`config.mk`:
```
export PLATFORM = sky130hd
export DESIGN_NAME = io_peripheral
export DESIGN_NICKNAME = d
export VERILOG_FILES = /design/src/rtl/io_peripheral.sv
export SDC_FILE = /design/constraint.sdc
export NUM_CORES = 1
export LEC_CHECK = 0
export ABC_AREA = 1
export CORE_MARGIN = 5
export CORE_UTILIZATION = 40
export DETAILED_ROUTE_END_ITERATION = 12
export PLACE_DENSITY = 0.68
export SETUP_SLACK_MARGIN = 0.2
export SYNTH_ARGS = -nofsm -noshare
export SYNTH_HDL_FRONTEND = slang
export SYNTH_SLANG_ARGS = --single-unit
export TNS_END_PERCENT = 100
```
`constraint.sdc`:
```
create_clock -name i_clk -period 2 [get_ports i_clk]
set_input_delay 0.2 -clock i_clk [delete_from_list [all_inputs] [get_ports i_clk]]
set_output_delay 0.2 -clock i_clk [all_outputs]
set_load 0.005 [all_outputs]
```
`src/rtl/io_peripheral.sv`:
```
// Memory-mapped LED/HEX/LCD output registers and synchronised SW/KEY inputs for the LSU.
// Optional per-bit input debounce is enabled by defining IO_DEBOUNCE_EN.
module io_peripheral #(
   parameter int SW_WIDTH        = 18,
   parameter int KEY_WIDTH       = 4,
   parameter int DEBOUNCE_CYCLES = 500000
) (
   input  logic                 i_clk,
   input  logic                 i_reset,
   input  logic [31:0]          i_lsu_addr,
   input  logic [31:0]          i_lsu_wdata,
   input  logic [3:0]           i_lsu_bmask,
   input  logic                 f_io_valid,
   input  logic                 f_io_wren,
   input  logic [SW_WIDTH-1:0]  i_io_sw,
   input  logic [KEY_WIDTH-1:0] i_io_key,
   output logic [31:0]          o_io_rdata,
   output logic [31:0]          o_io_ledr,
   output logic [31:0]          o_io_ledg,
   output logic [6:0]           o_io_hex0,
   output logic [6:0]           o_io_hex1,
   output logic [6:0]           o_io_hex2,
   output logic [6:0]           o_io_hex3,
   output logic [6:0]           o_io_hex4,
   output logic [6:0]           o_io_hex5,
   output logic [6:0]           o_io_hex6,
   output logic [6:0]           o_io_hex7,
   output logic [31:0]          o_io_lcd
);

   localparam logic [3:0] SEL_LEDR   = 4'h0;
   localparam logic [3:0] SEL_LEDG   = 4'h1;
   localparam logic [3:0] SEL_HEX_LO = 4'h2;
   localparam logic [3:0] SEL_HEX_HI = 4'h3;
   localparam logic [3:0] SEL_LCD    = 4'h4;
   localparam logic [3:0] SEL_SW     = 4'h0;
   localparam logic [3:0] SEL_KEY    = 4'h1;

   logic [31:0] hex_lo, hex_hi;
   logic [3:0]  sel;
   logic        out_region, in_region, wr_en;
   logic [31:0] rd_mux;
   logic        unused_addr;

   logic [SW_WIDTH-1:0]  sw_meta, sw_sync, sw_stable;
   logic [KEY_WIDTH-1:0] key_meta, key_sync, key_stable;

   assign sel         = i_lsu_addr[15:12];
   assign out_region  = (i_lsu_addr[31:16] == 16'h1000);
   assign in_region   = (i_lsu_addr[31:16] == 16'h1001);
   assign wr_en       = f_io_valid & f_io_wren & out_region;
   assign unused_addr = ^i_lsu_addr[11:0];

   function automatic logic [31:0] merge(input logic [31:0] old_val, input logic [31:0] wdata,
                                         input logic [3:0] bmask);
      logic [31:0] res;
      res = old_val;
      for (int n = 0; n < 4; n++)
         if (bmask[n]) res[8*n +: 8] = wdata[8*n +: 8];
      return res;
   endfunction

   always_ff @(posedge i_clk) begin
      if (i_reset) begin
         o_io_ledr <= '0;
         o_io_ledg <= '0;
         hex_lo    <= '0;
         hex_hi    <= '0;
         o_io_lcd  <= '0;
      end else if (wr_en) begin
         case (sel)
            SEL_LEDR:   o_io_ledr <= merge(o_io_ledr, i_lsu_wdata, i_lsu_bmask);
            SEL_LEDG:   o_io_ledg <= merge(o_io_ledg, i_lsu_wdata, i_lsu_bmask);
            SEL_HEX_LO: hex_lo    <= merge(hex_lo, i_lsu_wdata, i_lsu_bmask);
            SEL_HEX_HI: hex_hi    <= merge(hex_hi, i_lsu_wdata, i_lsu_bmask);
            SEL_LCD:    o_io_lcd  <= merge(o_io_lcd, i_lsu_wdata, i_lsu_bmask);
            default:    ;
         endcase
      end
   end

   // Bit 7 of each HEX byte is kept for read-back only.
   assign o_io_hex0 = hex_lo[6:0];
   assign o_io_hex1 = hex_lo[14:8];
   assign o_io_hex2 = hex_lo[22:16];
   assign o_io_hex3 = hex_lo[30:24];
   assign o_io_hex4 = hex_hi[6:0];
   assign o_io_hex5 = hex_hi[14:8];
   assign o_io_hex6 = hex_hi[22:16];
   assign o_io_hex7 = hex_hi[30:24];

   // Key flops reset to the released (high) pin level so a KEY read after reset is 0.
   always_ff @(posedge i_clk) begin
      if (i_reset) begin
         sw_meta  <= '0;
         sw_sync  <= '0;
         key_meta <= '1;
         key_sync <= '1;
      end else begin
         sw_meta  <= i_io_sw;
         sw_sync  <= sw_meta;
         key_meta <= i_io_key;
         key_sync <= key_meta;
      end
   end

`ifdef IO_DEBOUNCE_EN
   localparam int CW = $clog2(DEBOUNCE_CYCLES);
   localparam logic [CW-1:0] CNT_LAST = CW'(DEBOUNCE_CYCLES - 1);

   logic [CW-1:0] sw_cnt  [SW_WIDTH];
   logic [CW-1:0] key_cnt [KEY_WIDTH];

   always_ff @(posedge i_clk) begin
      if (i_reset) begin
         sw_stable  <= '0;
         key_stable <= '1;
         for (int i = 0; i < SW_WIDTH; i++)  sw_cnt[i]  <= '0;
         for (int i = 0; i < KEY_WIDTH; i++) key_cnt[i] <= '0;
      end else begin
         for (int i = 0; i < SW_WIDTH; i++) begin
            if (sw_sync[i] == sw_stable[i]) sw_cnt[i] <= '0;
            else if (sw_cnt[i] == CNT_LAST) begin
               sw_stable[i] <= sw_sync[i];
               sw_cnt[i]    <= '0;
            end else sw_cnt[i] <= sw_cnt[i] + 1'b1;
         end
         for (int i = 0; i < KEY_WIDTH; i++) begin
            if (key_sync[i] == key_stable[i]) key_cnt[i] <= '0;
            else if (key_cnt[i] == CNT_LAST) begin
               key_stable[i] <= key_sync[i];
               key_cnt[i]    <= '0;
            end else key_cnt[i] <= key_cnt[i] + 1'b1;
         end
      end
   end
`else
   assign sw_stable  = sw_sync;
   assign key_stable = key_sync;
`endif

   always_comb begin
      rd_mux = '0;
      if (out_region) begin
         case (sel)
            SEL_LEDR:   rd_mux = o_io_ledr;
            SEL_LEDG:   rd_mux = o_io_ledg;
            SEL_HEX_LO: rd_mux = hex_lo;
            SEL_HEX_HI: rd_mux = hex_hi;
            SEL_LCD:    rd_mux = o_io_lcd;
            default:    rd_mux = '0;
         endcase
      end else if (in_region) begin
         if (sel == SEL_SW)  rd_mux[SW_WIDTH-1:0]  = sw_stable;
         if (sel == SEL_KEY) rd_mux[KEY_WIDTH-1:0] = ~key_stable;
      end
   end

   always_ff @(posedge i_clk) begin
      if (i_reset) o_io_rdata <= '0;
      else if (f_io_valid && !f_io_wren) o_io_rdata <= rd_mux;
      else o_io_rdata <= '0;
   end

endmodule

```
-- Word level (Yosys, flattened, before mapping)
Index checks and enable logic that the tools add are counted.
- logic and storage cells: 67
- output and inout bits: 184
- bits of input ports: 94
- register bits: 236
- bitwise logic cells: 5
- reductions and logical operators: 25
- equal/unequal tests: 6
- muxes and demuxes: 5
- operators with widths (cell ; count):
    one-hot mux 32 bit (5 select lines) ; 1
    AND reduction 3 bit ; 20
    two-way mux 18 bit ; 3
    equality test 16 x 13 -> 1 bit (second input constant) ; 2
    equality test 4 x 2 -> 1 bit (second input constant) ; 2
    equality test 4 x 1 -> 1 bit (second input constant) ; 1
    equality test 4 x 3 -> 1 bit (second input constant) ; 1
    logical NOT 4 bit ; 1
    two-way mux 4 bit ; 1
    inverter 4 bit ; 1
    OR reduction 3 bit ; 1
    bitwise AND 1 bit ; 2
    inverter 1 bit ; 2
    OR reduction 2 bit ; 1
    logical AND 1 bit ; 1
    logical NOT 1 bit ; 1

-- Depth between registers and ports, before layout
Gate-level depths: netlist of run 1.
- word-level depth: 5
- gate-level depth with buffers: 11
- depth with buffers taken out: 9

-- Worst setup path after synthesis of run 1
No wires, ideal clock.
- path kind: input -> register
- start point: in i_lsu_addr[23]
- end point: reg hex_lo[0]
- arrival time: 1.341 ns
- stages on the path: 10
- path buffers: 2
- data required time: 1.887 ns
- setup time: 0.113 ns
- path slack: 0.546 ns
- path through: nor2_1 -> nand2_1 -> nor2_8 -> nand2_1 -> nor2_4 -> buf_6 -> buf_6 -> nand4_1 -> nand2_1 -> nor2_1
- longest elaborated chain between the ends: 3
- ends and longest elaborated chain (item ; line ; RTL):
    start: declaration ; 10 ; input logic [31:0] i_lsu_addr,
    equality test 16 x 13 -> 1 bit ; 49 ; assign out_region = (i_lsu_addr[31:16] == 16'h1000);
    bitwise AND 1 bit ; 51 ; assign wr_en = f_io_valid & f_io_wren & out_region;
    AND reduction 3 bit (no source line) ; - ;
    end signal: assignment ; 74 ; SEL_HEX_LO: hex_lo <= merge(hex_lo, i_lsu_wdata, i_lsu_bmask);
    end: declaration ; 39 ; logic [31:0] hex_lo, hex_hi;
No other way between the ends.
A chain may end at the register's enable or synchronous reset.

-- Worst setup path after layout of run 1
- start point: reg o_io_ledr[21]
- end point: out o_io_ledr[21]
- RTL lines (item ; line ; RTL):
    start: declaration ; 18 ; output logic [31:0] o_io_ledr,
    start signal: assignment ; 72 ; SEL_LEDR: o_io_ledr <= merge(o_io_ledr, i_lsu_wdata, i_lsu_bmask);
No word-level cell between the ends.

==> results.md, run 1 <==
* Setup Fix Bufs, Post-CTS at 0
* Yosys warns at 0
* Outcome: finished, final reports clean
* Slew of the pin with the lowest slew margin at 432 ps
* Synth area leaders: dfxtp_1 (45%), nor2_1 (14%), nand2_1 (13%)
* Die W at 173 µm
* Critical path, cell by cell: clkdlybuf4s50_1
* Mapped Nets at 1,607
* GR Overflow Total at 0
* Worst R2R Path Depth at 5
* Num ports at 278
* R2r startpoint: o_io_lcd[0]
* Slowest cell on crit path: clkdlybuf4s50_1
* P&R area growth vs syn at 38.3%
* Pre-Repair DR Iteration Count at 5
* DRT iter0 DRCs at 987
* Synth top area share at 44.6%
* Post-route antenna net violation count at 0
* Worst Path Required at 1800 ps
* Yosys cell types at 22
* Slew Limit Headroom at 71.2%
* Global-route wire length before repair at 54.7 mm
* Antenna violations before repair at 0
* Delay-heaviest family, CP: buffers and inverters
* Worst path max stage delay at 540 ps
* CP endpoint kind: output pin
* Vias per inst at 5.05
* Final GP Congestion at 0.863
* Root Driver: clkbuf_16
* FF+latch count, synth at 236
* Worst path buffer plus inverter count at 1
* CP Launch Type: register
* Cts repair resizes at 0
* Maxcap violations at 0
* Final period utilization at 85.2%
* Clock Path Buffers at 3
* Initial Utilization at 40.7%
* Post-Syn Area at 0.0106 mm²
* Worst setup startpoint: o_io_ledr[21]
* Setup TNS at 0 ps
* Min-delay worst type: in2reg
* Final total power at 10,200 µW
* Slew Limit Fails at 0
* Crit path time final at 1700 ps
* Total GRT Usage at 22.2%
* Via Count at 10,571
* Diodes inserted at 0
* Post-DP HPWL at 24.3 mm
* Row cnt at 59
* Core box area at 0.0261 mm²
* Post-synthesis sequential area ratio at 44.6%
* CTS tree: yes
* Number of cells on the critical path at 1
* CTS hold repair buffers at 0
* Worst-case vdd ir drop at 546 µV
* Final net count at 1,833
* Cell taking the most area after synthesis: dfxtp_1
* DR DRC count at 0
* Max frequency at 587 MHz
* Vias in the first global route at 9,920
* Arr. time, crit path at 1500 ps
* Fraction of layout cells with a size suffix above 1 at 9.84%
* R2r endpoint: o_io_rdata[0]
* # setup viols final at 0
* Die area at 0.0299 mm²
* WL per Instance at 16.6 µm
* Crit path to: o_io_ledr[21]
* Largest net degree at the start of global routing at 76
* Hold Fails Final Rpt at 0
* H-tree depth at 1
* Fin Clk Skew at 19.4 ps
* Pwr/cell area at 696 mW/mm²
* Clock transition at path regs at 60 ps
* Inserted Clock Buffers at 27
* Cells after synthesis at 1,513
* Critical Path Fanout Max at 3
* RSZ-0062 raised after global routing: no
* Worst skew pair latency at 540 ps
* Critical path type: reg2out
* R2R Setup Slk at 1040 ps
* Leak pwr at 0.00600 µW
* WHS Path Cells at 3
* Die height at 173 µm
* CTS Sinks at 236
* Port-buffer cells at 265
* Synthesized area per cell at 7.01 µm²
* Final WL at 34.8 mm
[power breakdown]
part / internal, µW / total, µW / switching, µW
logic: 263 / 630 / 367
registers: 4740 / 4750 / 10.1
clock network: 2850 / 4820 / 1970
[cell usage after synthesis (all sizes together)]
cell,n
nor3,2
buf,101
nand3,38
clkbuf,51
inv,85
or2,9
nand2,362
nor2,412
a21oi,25
o21ai,18
dfxtp,236
nand4,174
[worst reg2reg max path: cells and delay by family, from the launching register on]
family,cells,cell delay (ps)
AO/OA/AOI/OAI,1,170
buffers and inverters,1,150
flip-flops,1,330
AND/OR/NAND/NOR,3,200
[cells in the final DEF, fill, tap and decap left out, types with 2 or more instances in the layout]
| cell type | synthesis | layout |
|---|---|---|
| nor2_2 | 19 | 17 |
| o21ai_0 | 3 | 3 |
| nor2_4 | 5 | 8 |
| buf_12 | 0 | 29 |
| nor2_1 | 386 | 385 |
| clkbuf_1 | 51 | 8 |
| o21ai_1 | 15 | 15 |
| clkbuf_16 | 0 | 27 |
| inv_2 | 6 | 5 |
| nand4_4 | 4 | 4 |
| nor2_8 | 2 | 2 |
| nand2_1 | 362 | 362 |
| clkinv_2 | 0 | 4 |
| clkbuf_8 | 0 | 6 |
| clkdlybuf4s50_1 | 0 | 264 |
| nand3_1 | 38 | 38 |
| buf_4 | 56 | 55 |
| a21oi_1 | 25 | 25 |
| nand4_1 | 170 | 170 |
| inv_1 | 79 | 79 |
| nor3_4 | 2 | 2 |
| or2_2 | 8 | 8 |
| dfxtp_1 | 236 | 236 |
[cell type report]
class / count / area (µm²)
Fill cell: 2448 / 11400
Sequential cell: 236 / 4720
Multi-Input combinational cell: 1040 / 4680
Timing Repair Buffer: 349 / 3640
Clock buffer: 41 / 788
Tap cell: 335 / 419
Inverter: 85 / 322
Clock inverter: 8 / 78.8
[state kept, by name (all words and copies together), names as in the netlist]
register and count:
o_io_lcd 32, o_io_ledg 32, key_stable 4, hex_lo 32, sw_meta 18, o_io_rdata 32, sw_stable 18, o_io_ledr 32
hex_hi 32, key_meta 4
[cells by family after synthesis]
group | share of synthesized area, %
AND/OR/NAND/NOR | 42.0
buffers and inverters | 11.4
flip-flops | 44.6
AO/OA/AOI/OAI | 2.03
[metal layers]
| layer | vias to the layer above | routed length [µm] | track usage [%] |
|---|---|---|---|
| met5 | - | 0 | 0 |
| met4 | 0 | 1100 | 7.27 |
| met3 | 62 | 2930 | 5.57 |
| met2 | 416 | 16500 | 37.2 |
| met1 | 4852 | 14300 | 28.0 |
| li1 | 5241 | - | - |
[worst min-delay path by stage]
stage                            from      endpoint  slack, ps
after detailed placement   sw_meta[5]  sw_stable[5]        390
after global placement     sw_meta[5]  sw_stable[5]        390
after CTS                  i_io_sw[3]    sw_meta[3]        150
final                     i_io_sw[17]   sw_meta[17]        170
after global routing       i_io_sw[3]    sw_meta[3]        170
after floorplan           i_io_key[0]   key_meta[0]        300
[through the flow]
step / hold WS [ps] / instances / area (µm²) / util, % / setup slack [ps]
after global placement: 391 / 2045 / 13800 / 52.9 / -57.3
after global routing: 166 / 2094 / 14700 / 56.2 / 255
after floorplan: 304 / 1513 / 10600 / - / 546
final: 169 / 2094 / 14700 / 56.2 / 297
after detailed placement: 395 / 2045 / 13800 / 52.9 / -98.8
after CTS: 152 / 2094 / 14700 / 56.2 / 287
(Power assumes the default switching activity.)
==> inputs of run 2 (changes only) <==
CORE_UTILIZATION = 49   (was 40)
PLACE_DENSITY = 0.8   (was 0.68)
SKIP_CTS_REPAIR_TIMING = 1   (was default)
==> results.md, run 2 (synthesis gave the netlist of run 1 again) <==
* R2r endpoint: o_io_rdata[7]
* Arr. time, crit path at 1450 ps (-50 ps)
* RSZ-0062 raised after global routing: no
* Clock transition at path regs at 60 ps (about the same)
* DR DRC count at 0 (unchanged)
* Port-buffer cells at 265 (unchanged)
* Die W at 157 µm (-9.1%)
* Vias in the first global route at 10,113 (+1.9%)
* R2r startpoint: o_io_lcd[7]
* Maxcap violations at 0 (unchanged)
* Final net count at 1,805 (-1.5%)
* Delay-heaviest family, CP: buffers and inverters
* Number of instances in the placed design at 1,959 (-4.2%)
* Hold Fails Final Rpt at 0 (unchanged)
* Core box area at 0.0212 mm² (-19%)
* CTS Sinks at 236 (unchanged)
* Fraction of layout cells with a size suffix above 1 at 8.55% (-1.3 points)
* Most common cell after layout, fill and taps aside: nor2_1
* Pwr/cell area at 705 mW/mm² (+1.3%)
* H-tree depth at 1 (unchanged)
* Clock Path Buffers at 3 (unchanged)
* Critical path type: reg2out
* P&R area growth vs syn at 34.9%
* Worst path max stage delay at 560 ps (+20 ps)
* Final GP Congestion at 0.846 (-2.0%)
* R2R Setup Slk at 1050 ps (about the same)
* Post-route antenna net violation count at 0 (unchanged)
* Slew Limit Fails at 0 (unchanged)
* Post-DP HPWL at 22.3 mm (-8.2%)
* Slew of the pin with the lowest slew margin at 428 ps (-4.25 ps)
* # setup viols final at 0 (unchanged)
* Pre-CTS WS at -0.634 ps (+98.2 ps)
* Leak pwr at 0.00584 µW (-2.6%)
* Worst skew pair latency at 520 ps (-20 ps)
* Fin Clk Skew at 13.9 ps (-5.48 ps)
* GR Overflow Total at 0 (unchanged)
* Die height at 157 µm (-9.1%)
* Crit path time final at 1650 ps (-57.1 ps)
* DRT iter0 DRCs at 638 (-35%)
* Total GRT Usage at 25.9% (+3.7 points)
* Initial Utilization at 50.1% (+9.4 points)
* Final WL at 33.1 mm (-5.0%)
* Slew Limit Headroom at 71.5% (+0.28 points)
* CTS tree: yes
* Critical Path Fanout Max at 3 (unchanged)
* Min-delay worst type: in2reg
* CP endpoint kind: output pin
* Num ports at 278 (unchanged)
* Outcome: finished, final reports clean
* Diodes inserted at 0 (unchanged)
* Root Driver: clkbuf_16
* Antenna violations before repair at 1 (+1)
* Pre-Repair DR Iteration Count at 5 (unchanged)
* WL per Instance at 16.5 µm (-0.75%)
* Worst-case vdd ir drop at 531 µV (-2.7%)
* Util after Layout at 67.6% (+11 points)
* Vias per inst at 5.24 (+3.9%)
* Worst path buffer plus inverter count at 1 (unchanged)
* CP Launch Type: register
* Cell Count, Final, Fillers Out at 2,005 (-4.3%)
* WHS Path Cells at 2 (-1)
* Slowest cell on crit path: clkdlybuf4s50_1
* Row cnt at 53 (-10%)
* Worst Path Required at 1800 ps (about the same)
* Critical path, cell by cell: clkdlybuf4s50_1
* Max frequency at 608 MHz (+3.5%)
* Inserted Clock Buffers at 25 (-7.4%)
* Final setup margin at 354 ps (+57.1 ps)
* Largest net degree at the start of global routing at 74 (-2.6%)
* Min-delay src: i_reset
* Hold EP: sw_meta[2]
* Die area at 0.0247 mm² (-17%)
* Commonest cells after routing, fill and taps aside: nor2_1 (385), nand2_1 (362), clkdlybuf4s50_1 (264)
* Via Count at 10,516 (-0.52%)
* Worst R2R Path Depth at 4 (-1)
* Final period utilization at 82.3% (-2.9 points)
* Global-route wire length before repair at 52.4 mm (-4.3%)
-- run 2: layer usage --
metal,part of all wire (%),global-route usage (%),vias up
li1,-,-,5183
met1,39,32.2,4800
met2,49,45.0,458
met3,9.2,6.08,73
met4,2.2,7.62,2
met5,0.060,0,-
-- run 2: report_power, final --
part | total, µW | switching, µW | internal, µW
registers | 4750 | 10.3 | 4740
logic | 619 | 365 | 254
clock network | 4720 | 1900 | 2820
total | 10100 | 2270 | 7820
-- run 2: cell type report --
type,count,area (µm²)
fillers,1728,6850
flip-flops and latches,236,4720
multi-input cells,1040,4680
repair buffers,323,3380
clock buffers,36,737
well taps,275,344
inverters,85,322
clock inverters,10,110
-- run 2: how the worst max path moves through the flow --
stage	cells after the start	end	start	slack [ps]
3_5_place_dp	10	hex_hi[11]	i_lsu_addr[19]	-0.6
2_1_floorplan	10	hex_lo[0]	i_lsu_addr[23]	550
4_1_cts	1	o_io_ledr[3]	o_io_ledr[3]	330
3_3_place_gp	11	o_io_ledr[7]	i_lsu_addr[28]	50
5_1_grt	1	o_io_ledg[4]	o_io_ledg[4]	300
6_report	1	o_io_ledr[3]	o_io_ledr[3]	350
-- run 2: metrics by stage --
stage,setup TNS (ps),hold WS [ps],area (µm²),total power (µW)
after floorplan,0,304,10600,5170
after global placement,0,392,13500,5450
after detailed placement,-0.634,394,13500,5460
after CTS,0,19.7,14300,10200
after global routing,0,41.7,14300,10400
final,0,35.2,14300,10100
==> inputs of run 3 (changes only) <==
CORE_UTILIZATION = 44   (was 49)
PLACE_DENSITY = 0.76   (was 0.8)
clock period = 1.47 ns   (was 2 ns; I/O delays follow)
==> results.md, run 3 (synthesis gave the netlist of run 1 again) <==
* Num ports at 278 (unchanged)
* Worst skew pair latency at 530 ps (about the same)
* Final hold slack at 58.2 ps (+23.0 ps)
* Cell Count, Final, Fillers Out at 2,119 (+5.7%)
* Slew Limit Headroom at 72.7% (+1.2 points)
* Total GRT Usage at 24.1% (-1.8 points)
* Clock Path Buffers at 3 (unchanged)
* Global-route wire length before repair at 53.1 mm (+1.4%)
* P&R area growth vs syn at 51.5%
* Via Count at 11,136 (+5.9%)
* Fillers at 1,820 (+5.3%)
* Final period utilization at 85.5%
* Worst path buffer plus inverter count at 4 (+3)
* Critical path type: in2reg
* Die W at 165 µm (+5.2%)
* Post-DP HPWL at 23.6 mm (+5.8%)
* Pre-CTS WS at -483 ps (-482 ps)
* Die height at 165 µm (+5.2%)
* Commonest cells after routing, fill and taps aside: nor2_1 (373), nand2_1 (355), dlymetal6s2s_1 (204)
* Number of instances in the placed design at 2,043 (+4.3%)
* Outcome: finished, final reports clean
* Die area at 0.0273 mm² (+11%)
* Worst Path Required at 1880 ps (+80 ps)
* Most common cell after layout, fill and taps aside: nor2_1
* R2r startpoint: o_io_ledr[7]
* GR Overflow Total at 0 (unchanged)
* DR DRC count at 0 (unchanged)
* H-tree depth at 1 (unchanged)
* Leak pwr at 0.0100 µW (+72%)
* Core box area at 0.0236 mm² (+12%)
* Arr. time, crit path at 1670 ps (+220 ps)
* Final WL at 37.2 mm (+12%)
* Worst path max stage delay at 490 ps (-70 ps)
* Min-delay src: i_reset
* Slowest cell on crit path: clkdlybuf4s50_1
* Maxcap violations at 0 (unchanged)
* DRT iter0 DRCs at 1,024 (+61%)
* Min-delay worst type: in2reg
* Pwr/cell area at 895 mW/mm² (+27%)
* Hold Fails Final Rpt at 0 (unchanged)
* Delay-heaviest family, CP: buffers and inverters
* Slew Limit Fails at 0 (unchanged)
* Fraction of layout cells with a size suffix above 1 at 18.4% (+9.8 points)
* Vias in the first global route at 9,992 (-1.2%)
* Max frequency at 796 MHz
* Critical Path Fanout Max at 20 (+17)
* Fin Clk Skew at 15.3 ps (+1.41 ps)
* Vias per inst at 5.26 (+0.20%)
* Final GP Congestion at 0.870 (+2.9%)
* # setup viols final at 0 (unchanged)
* CP endpoint kind: register
* Clock transition at path regs at 60 ps (about the same)
* Worst-case vdd ir drop at 846 µV (+59%)
* CTS tree: yes
* Pre-Repair DR Iteration Count at 6 (+1)
* WL per Instance at 17.6 µm (+6.3%)
* Util after Layout at 68.0% (+0.40 points)
* RSZ-0062 raised after global routing: no
* Largest net degree at the start of global routing at 81 (+9.5%)
* Antenna violations before repair at 3 (+2)
* Port-buffer cells at 265 (unchanged)
* CTS Sinks at 236 (unchanged)
* Row cnt at 56 (+5.7%)
* Inserted Clock Buffers at 26 (+4.0%)
* Root Driver: clkbuf_16
* Critical path, cell by cell: clkdlybuf4s50_1 -> nand2_2 -> buf_4 -> nor2_4 -> buf_8 -> clkbuf_16 -> nand4_1 -> nand2_1 -> nor2_1
* Worst setup startpoint: f_io_valid
* CP Launch Type: input port
* Final net count at 1,873 (+3.8%)
* Final setup margin at 213 ps (-141 ps)
* Crit path time final at 1260 ps
* Post-route antenna net violation count at 0 (unchanged)
* Initial Utilization at 44.9% (-5.2 points)
* Setup TNS at 0 ps (unchanged)
* Slew of the pin with the lowest slew margin at 410 ps (-17.8 ps)
==> run 3: cell types whose count changed in the layout (fill, tap and decap cells not counted), moves of 12 or more <==
cell and change:
dfxtp_2 +88, dlymetal6s2s_1 +204, nor2_1 -12, dfxtp_1 -88
clkdlybuf4s50_1 -205, buf_4 +34, buf_12 +18
==> run 3: metrics by stage <==
step,area [µm²],total power (µW)
global route,16100,14800
finish,16100,14400
CTS,15000,14400
detailed placement,14000,7530
floorplan,10600,7040
global placement,14000,7510
==> run 3: worst paths after layout <==
check / to / cells past startpoint / slack, ps
max reg2reg: o_io_rdata[7] / 5 / 390
max: hex_lo[13] / 9 / 210
min: sw_stable[0] / 3 / 60
min reg2reg: sw_stable[8] / 2 / 390
==> run 3: routing by layer <==
metal,share of wire (%),wire (µm),track usage (%)
met1,37,13900,30.8
met2,49,18200,40.4
met3,11,3990,5.51
met4,3.1,1140,7.37
met5,0.073,27,0
==> run 3: worst min-delay path, delay by kind of cell <==
family,cells,cell delay (ps)
and+or+nand+nor,1,60
buffers and inverters,2,330
==> run 3: where the power goes <==
group          internal [µW]  total, µW  switching [µW]
clock network           4260       6940            2680
logic                    431        983             552
registers               6450       6460            13.2
==> run 3: area by class of cell <==
type,instances,area (µm²),share of cell area [%]
sequential,236,4830,30.1
clock buffer,35,746,4.64
timing repair buffer,390,4790,29.9
multi-input combinational,1040,4770,29.7
clock inverter,13,174,1.08
inverter,85,338,2.10
antenna,1,2.50,0.0156
tap,319,399,2.48
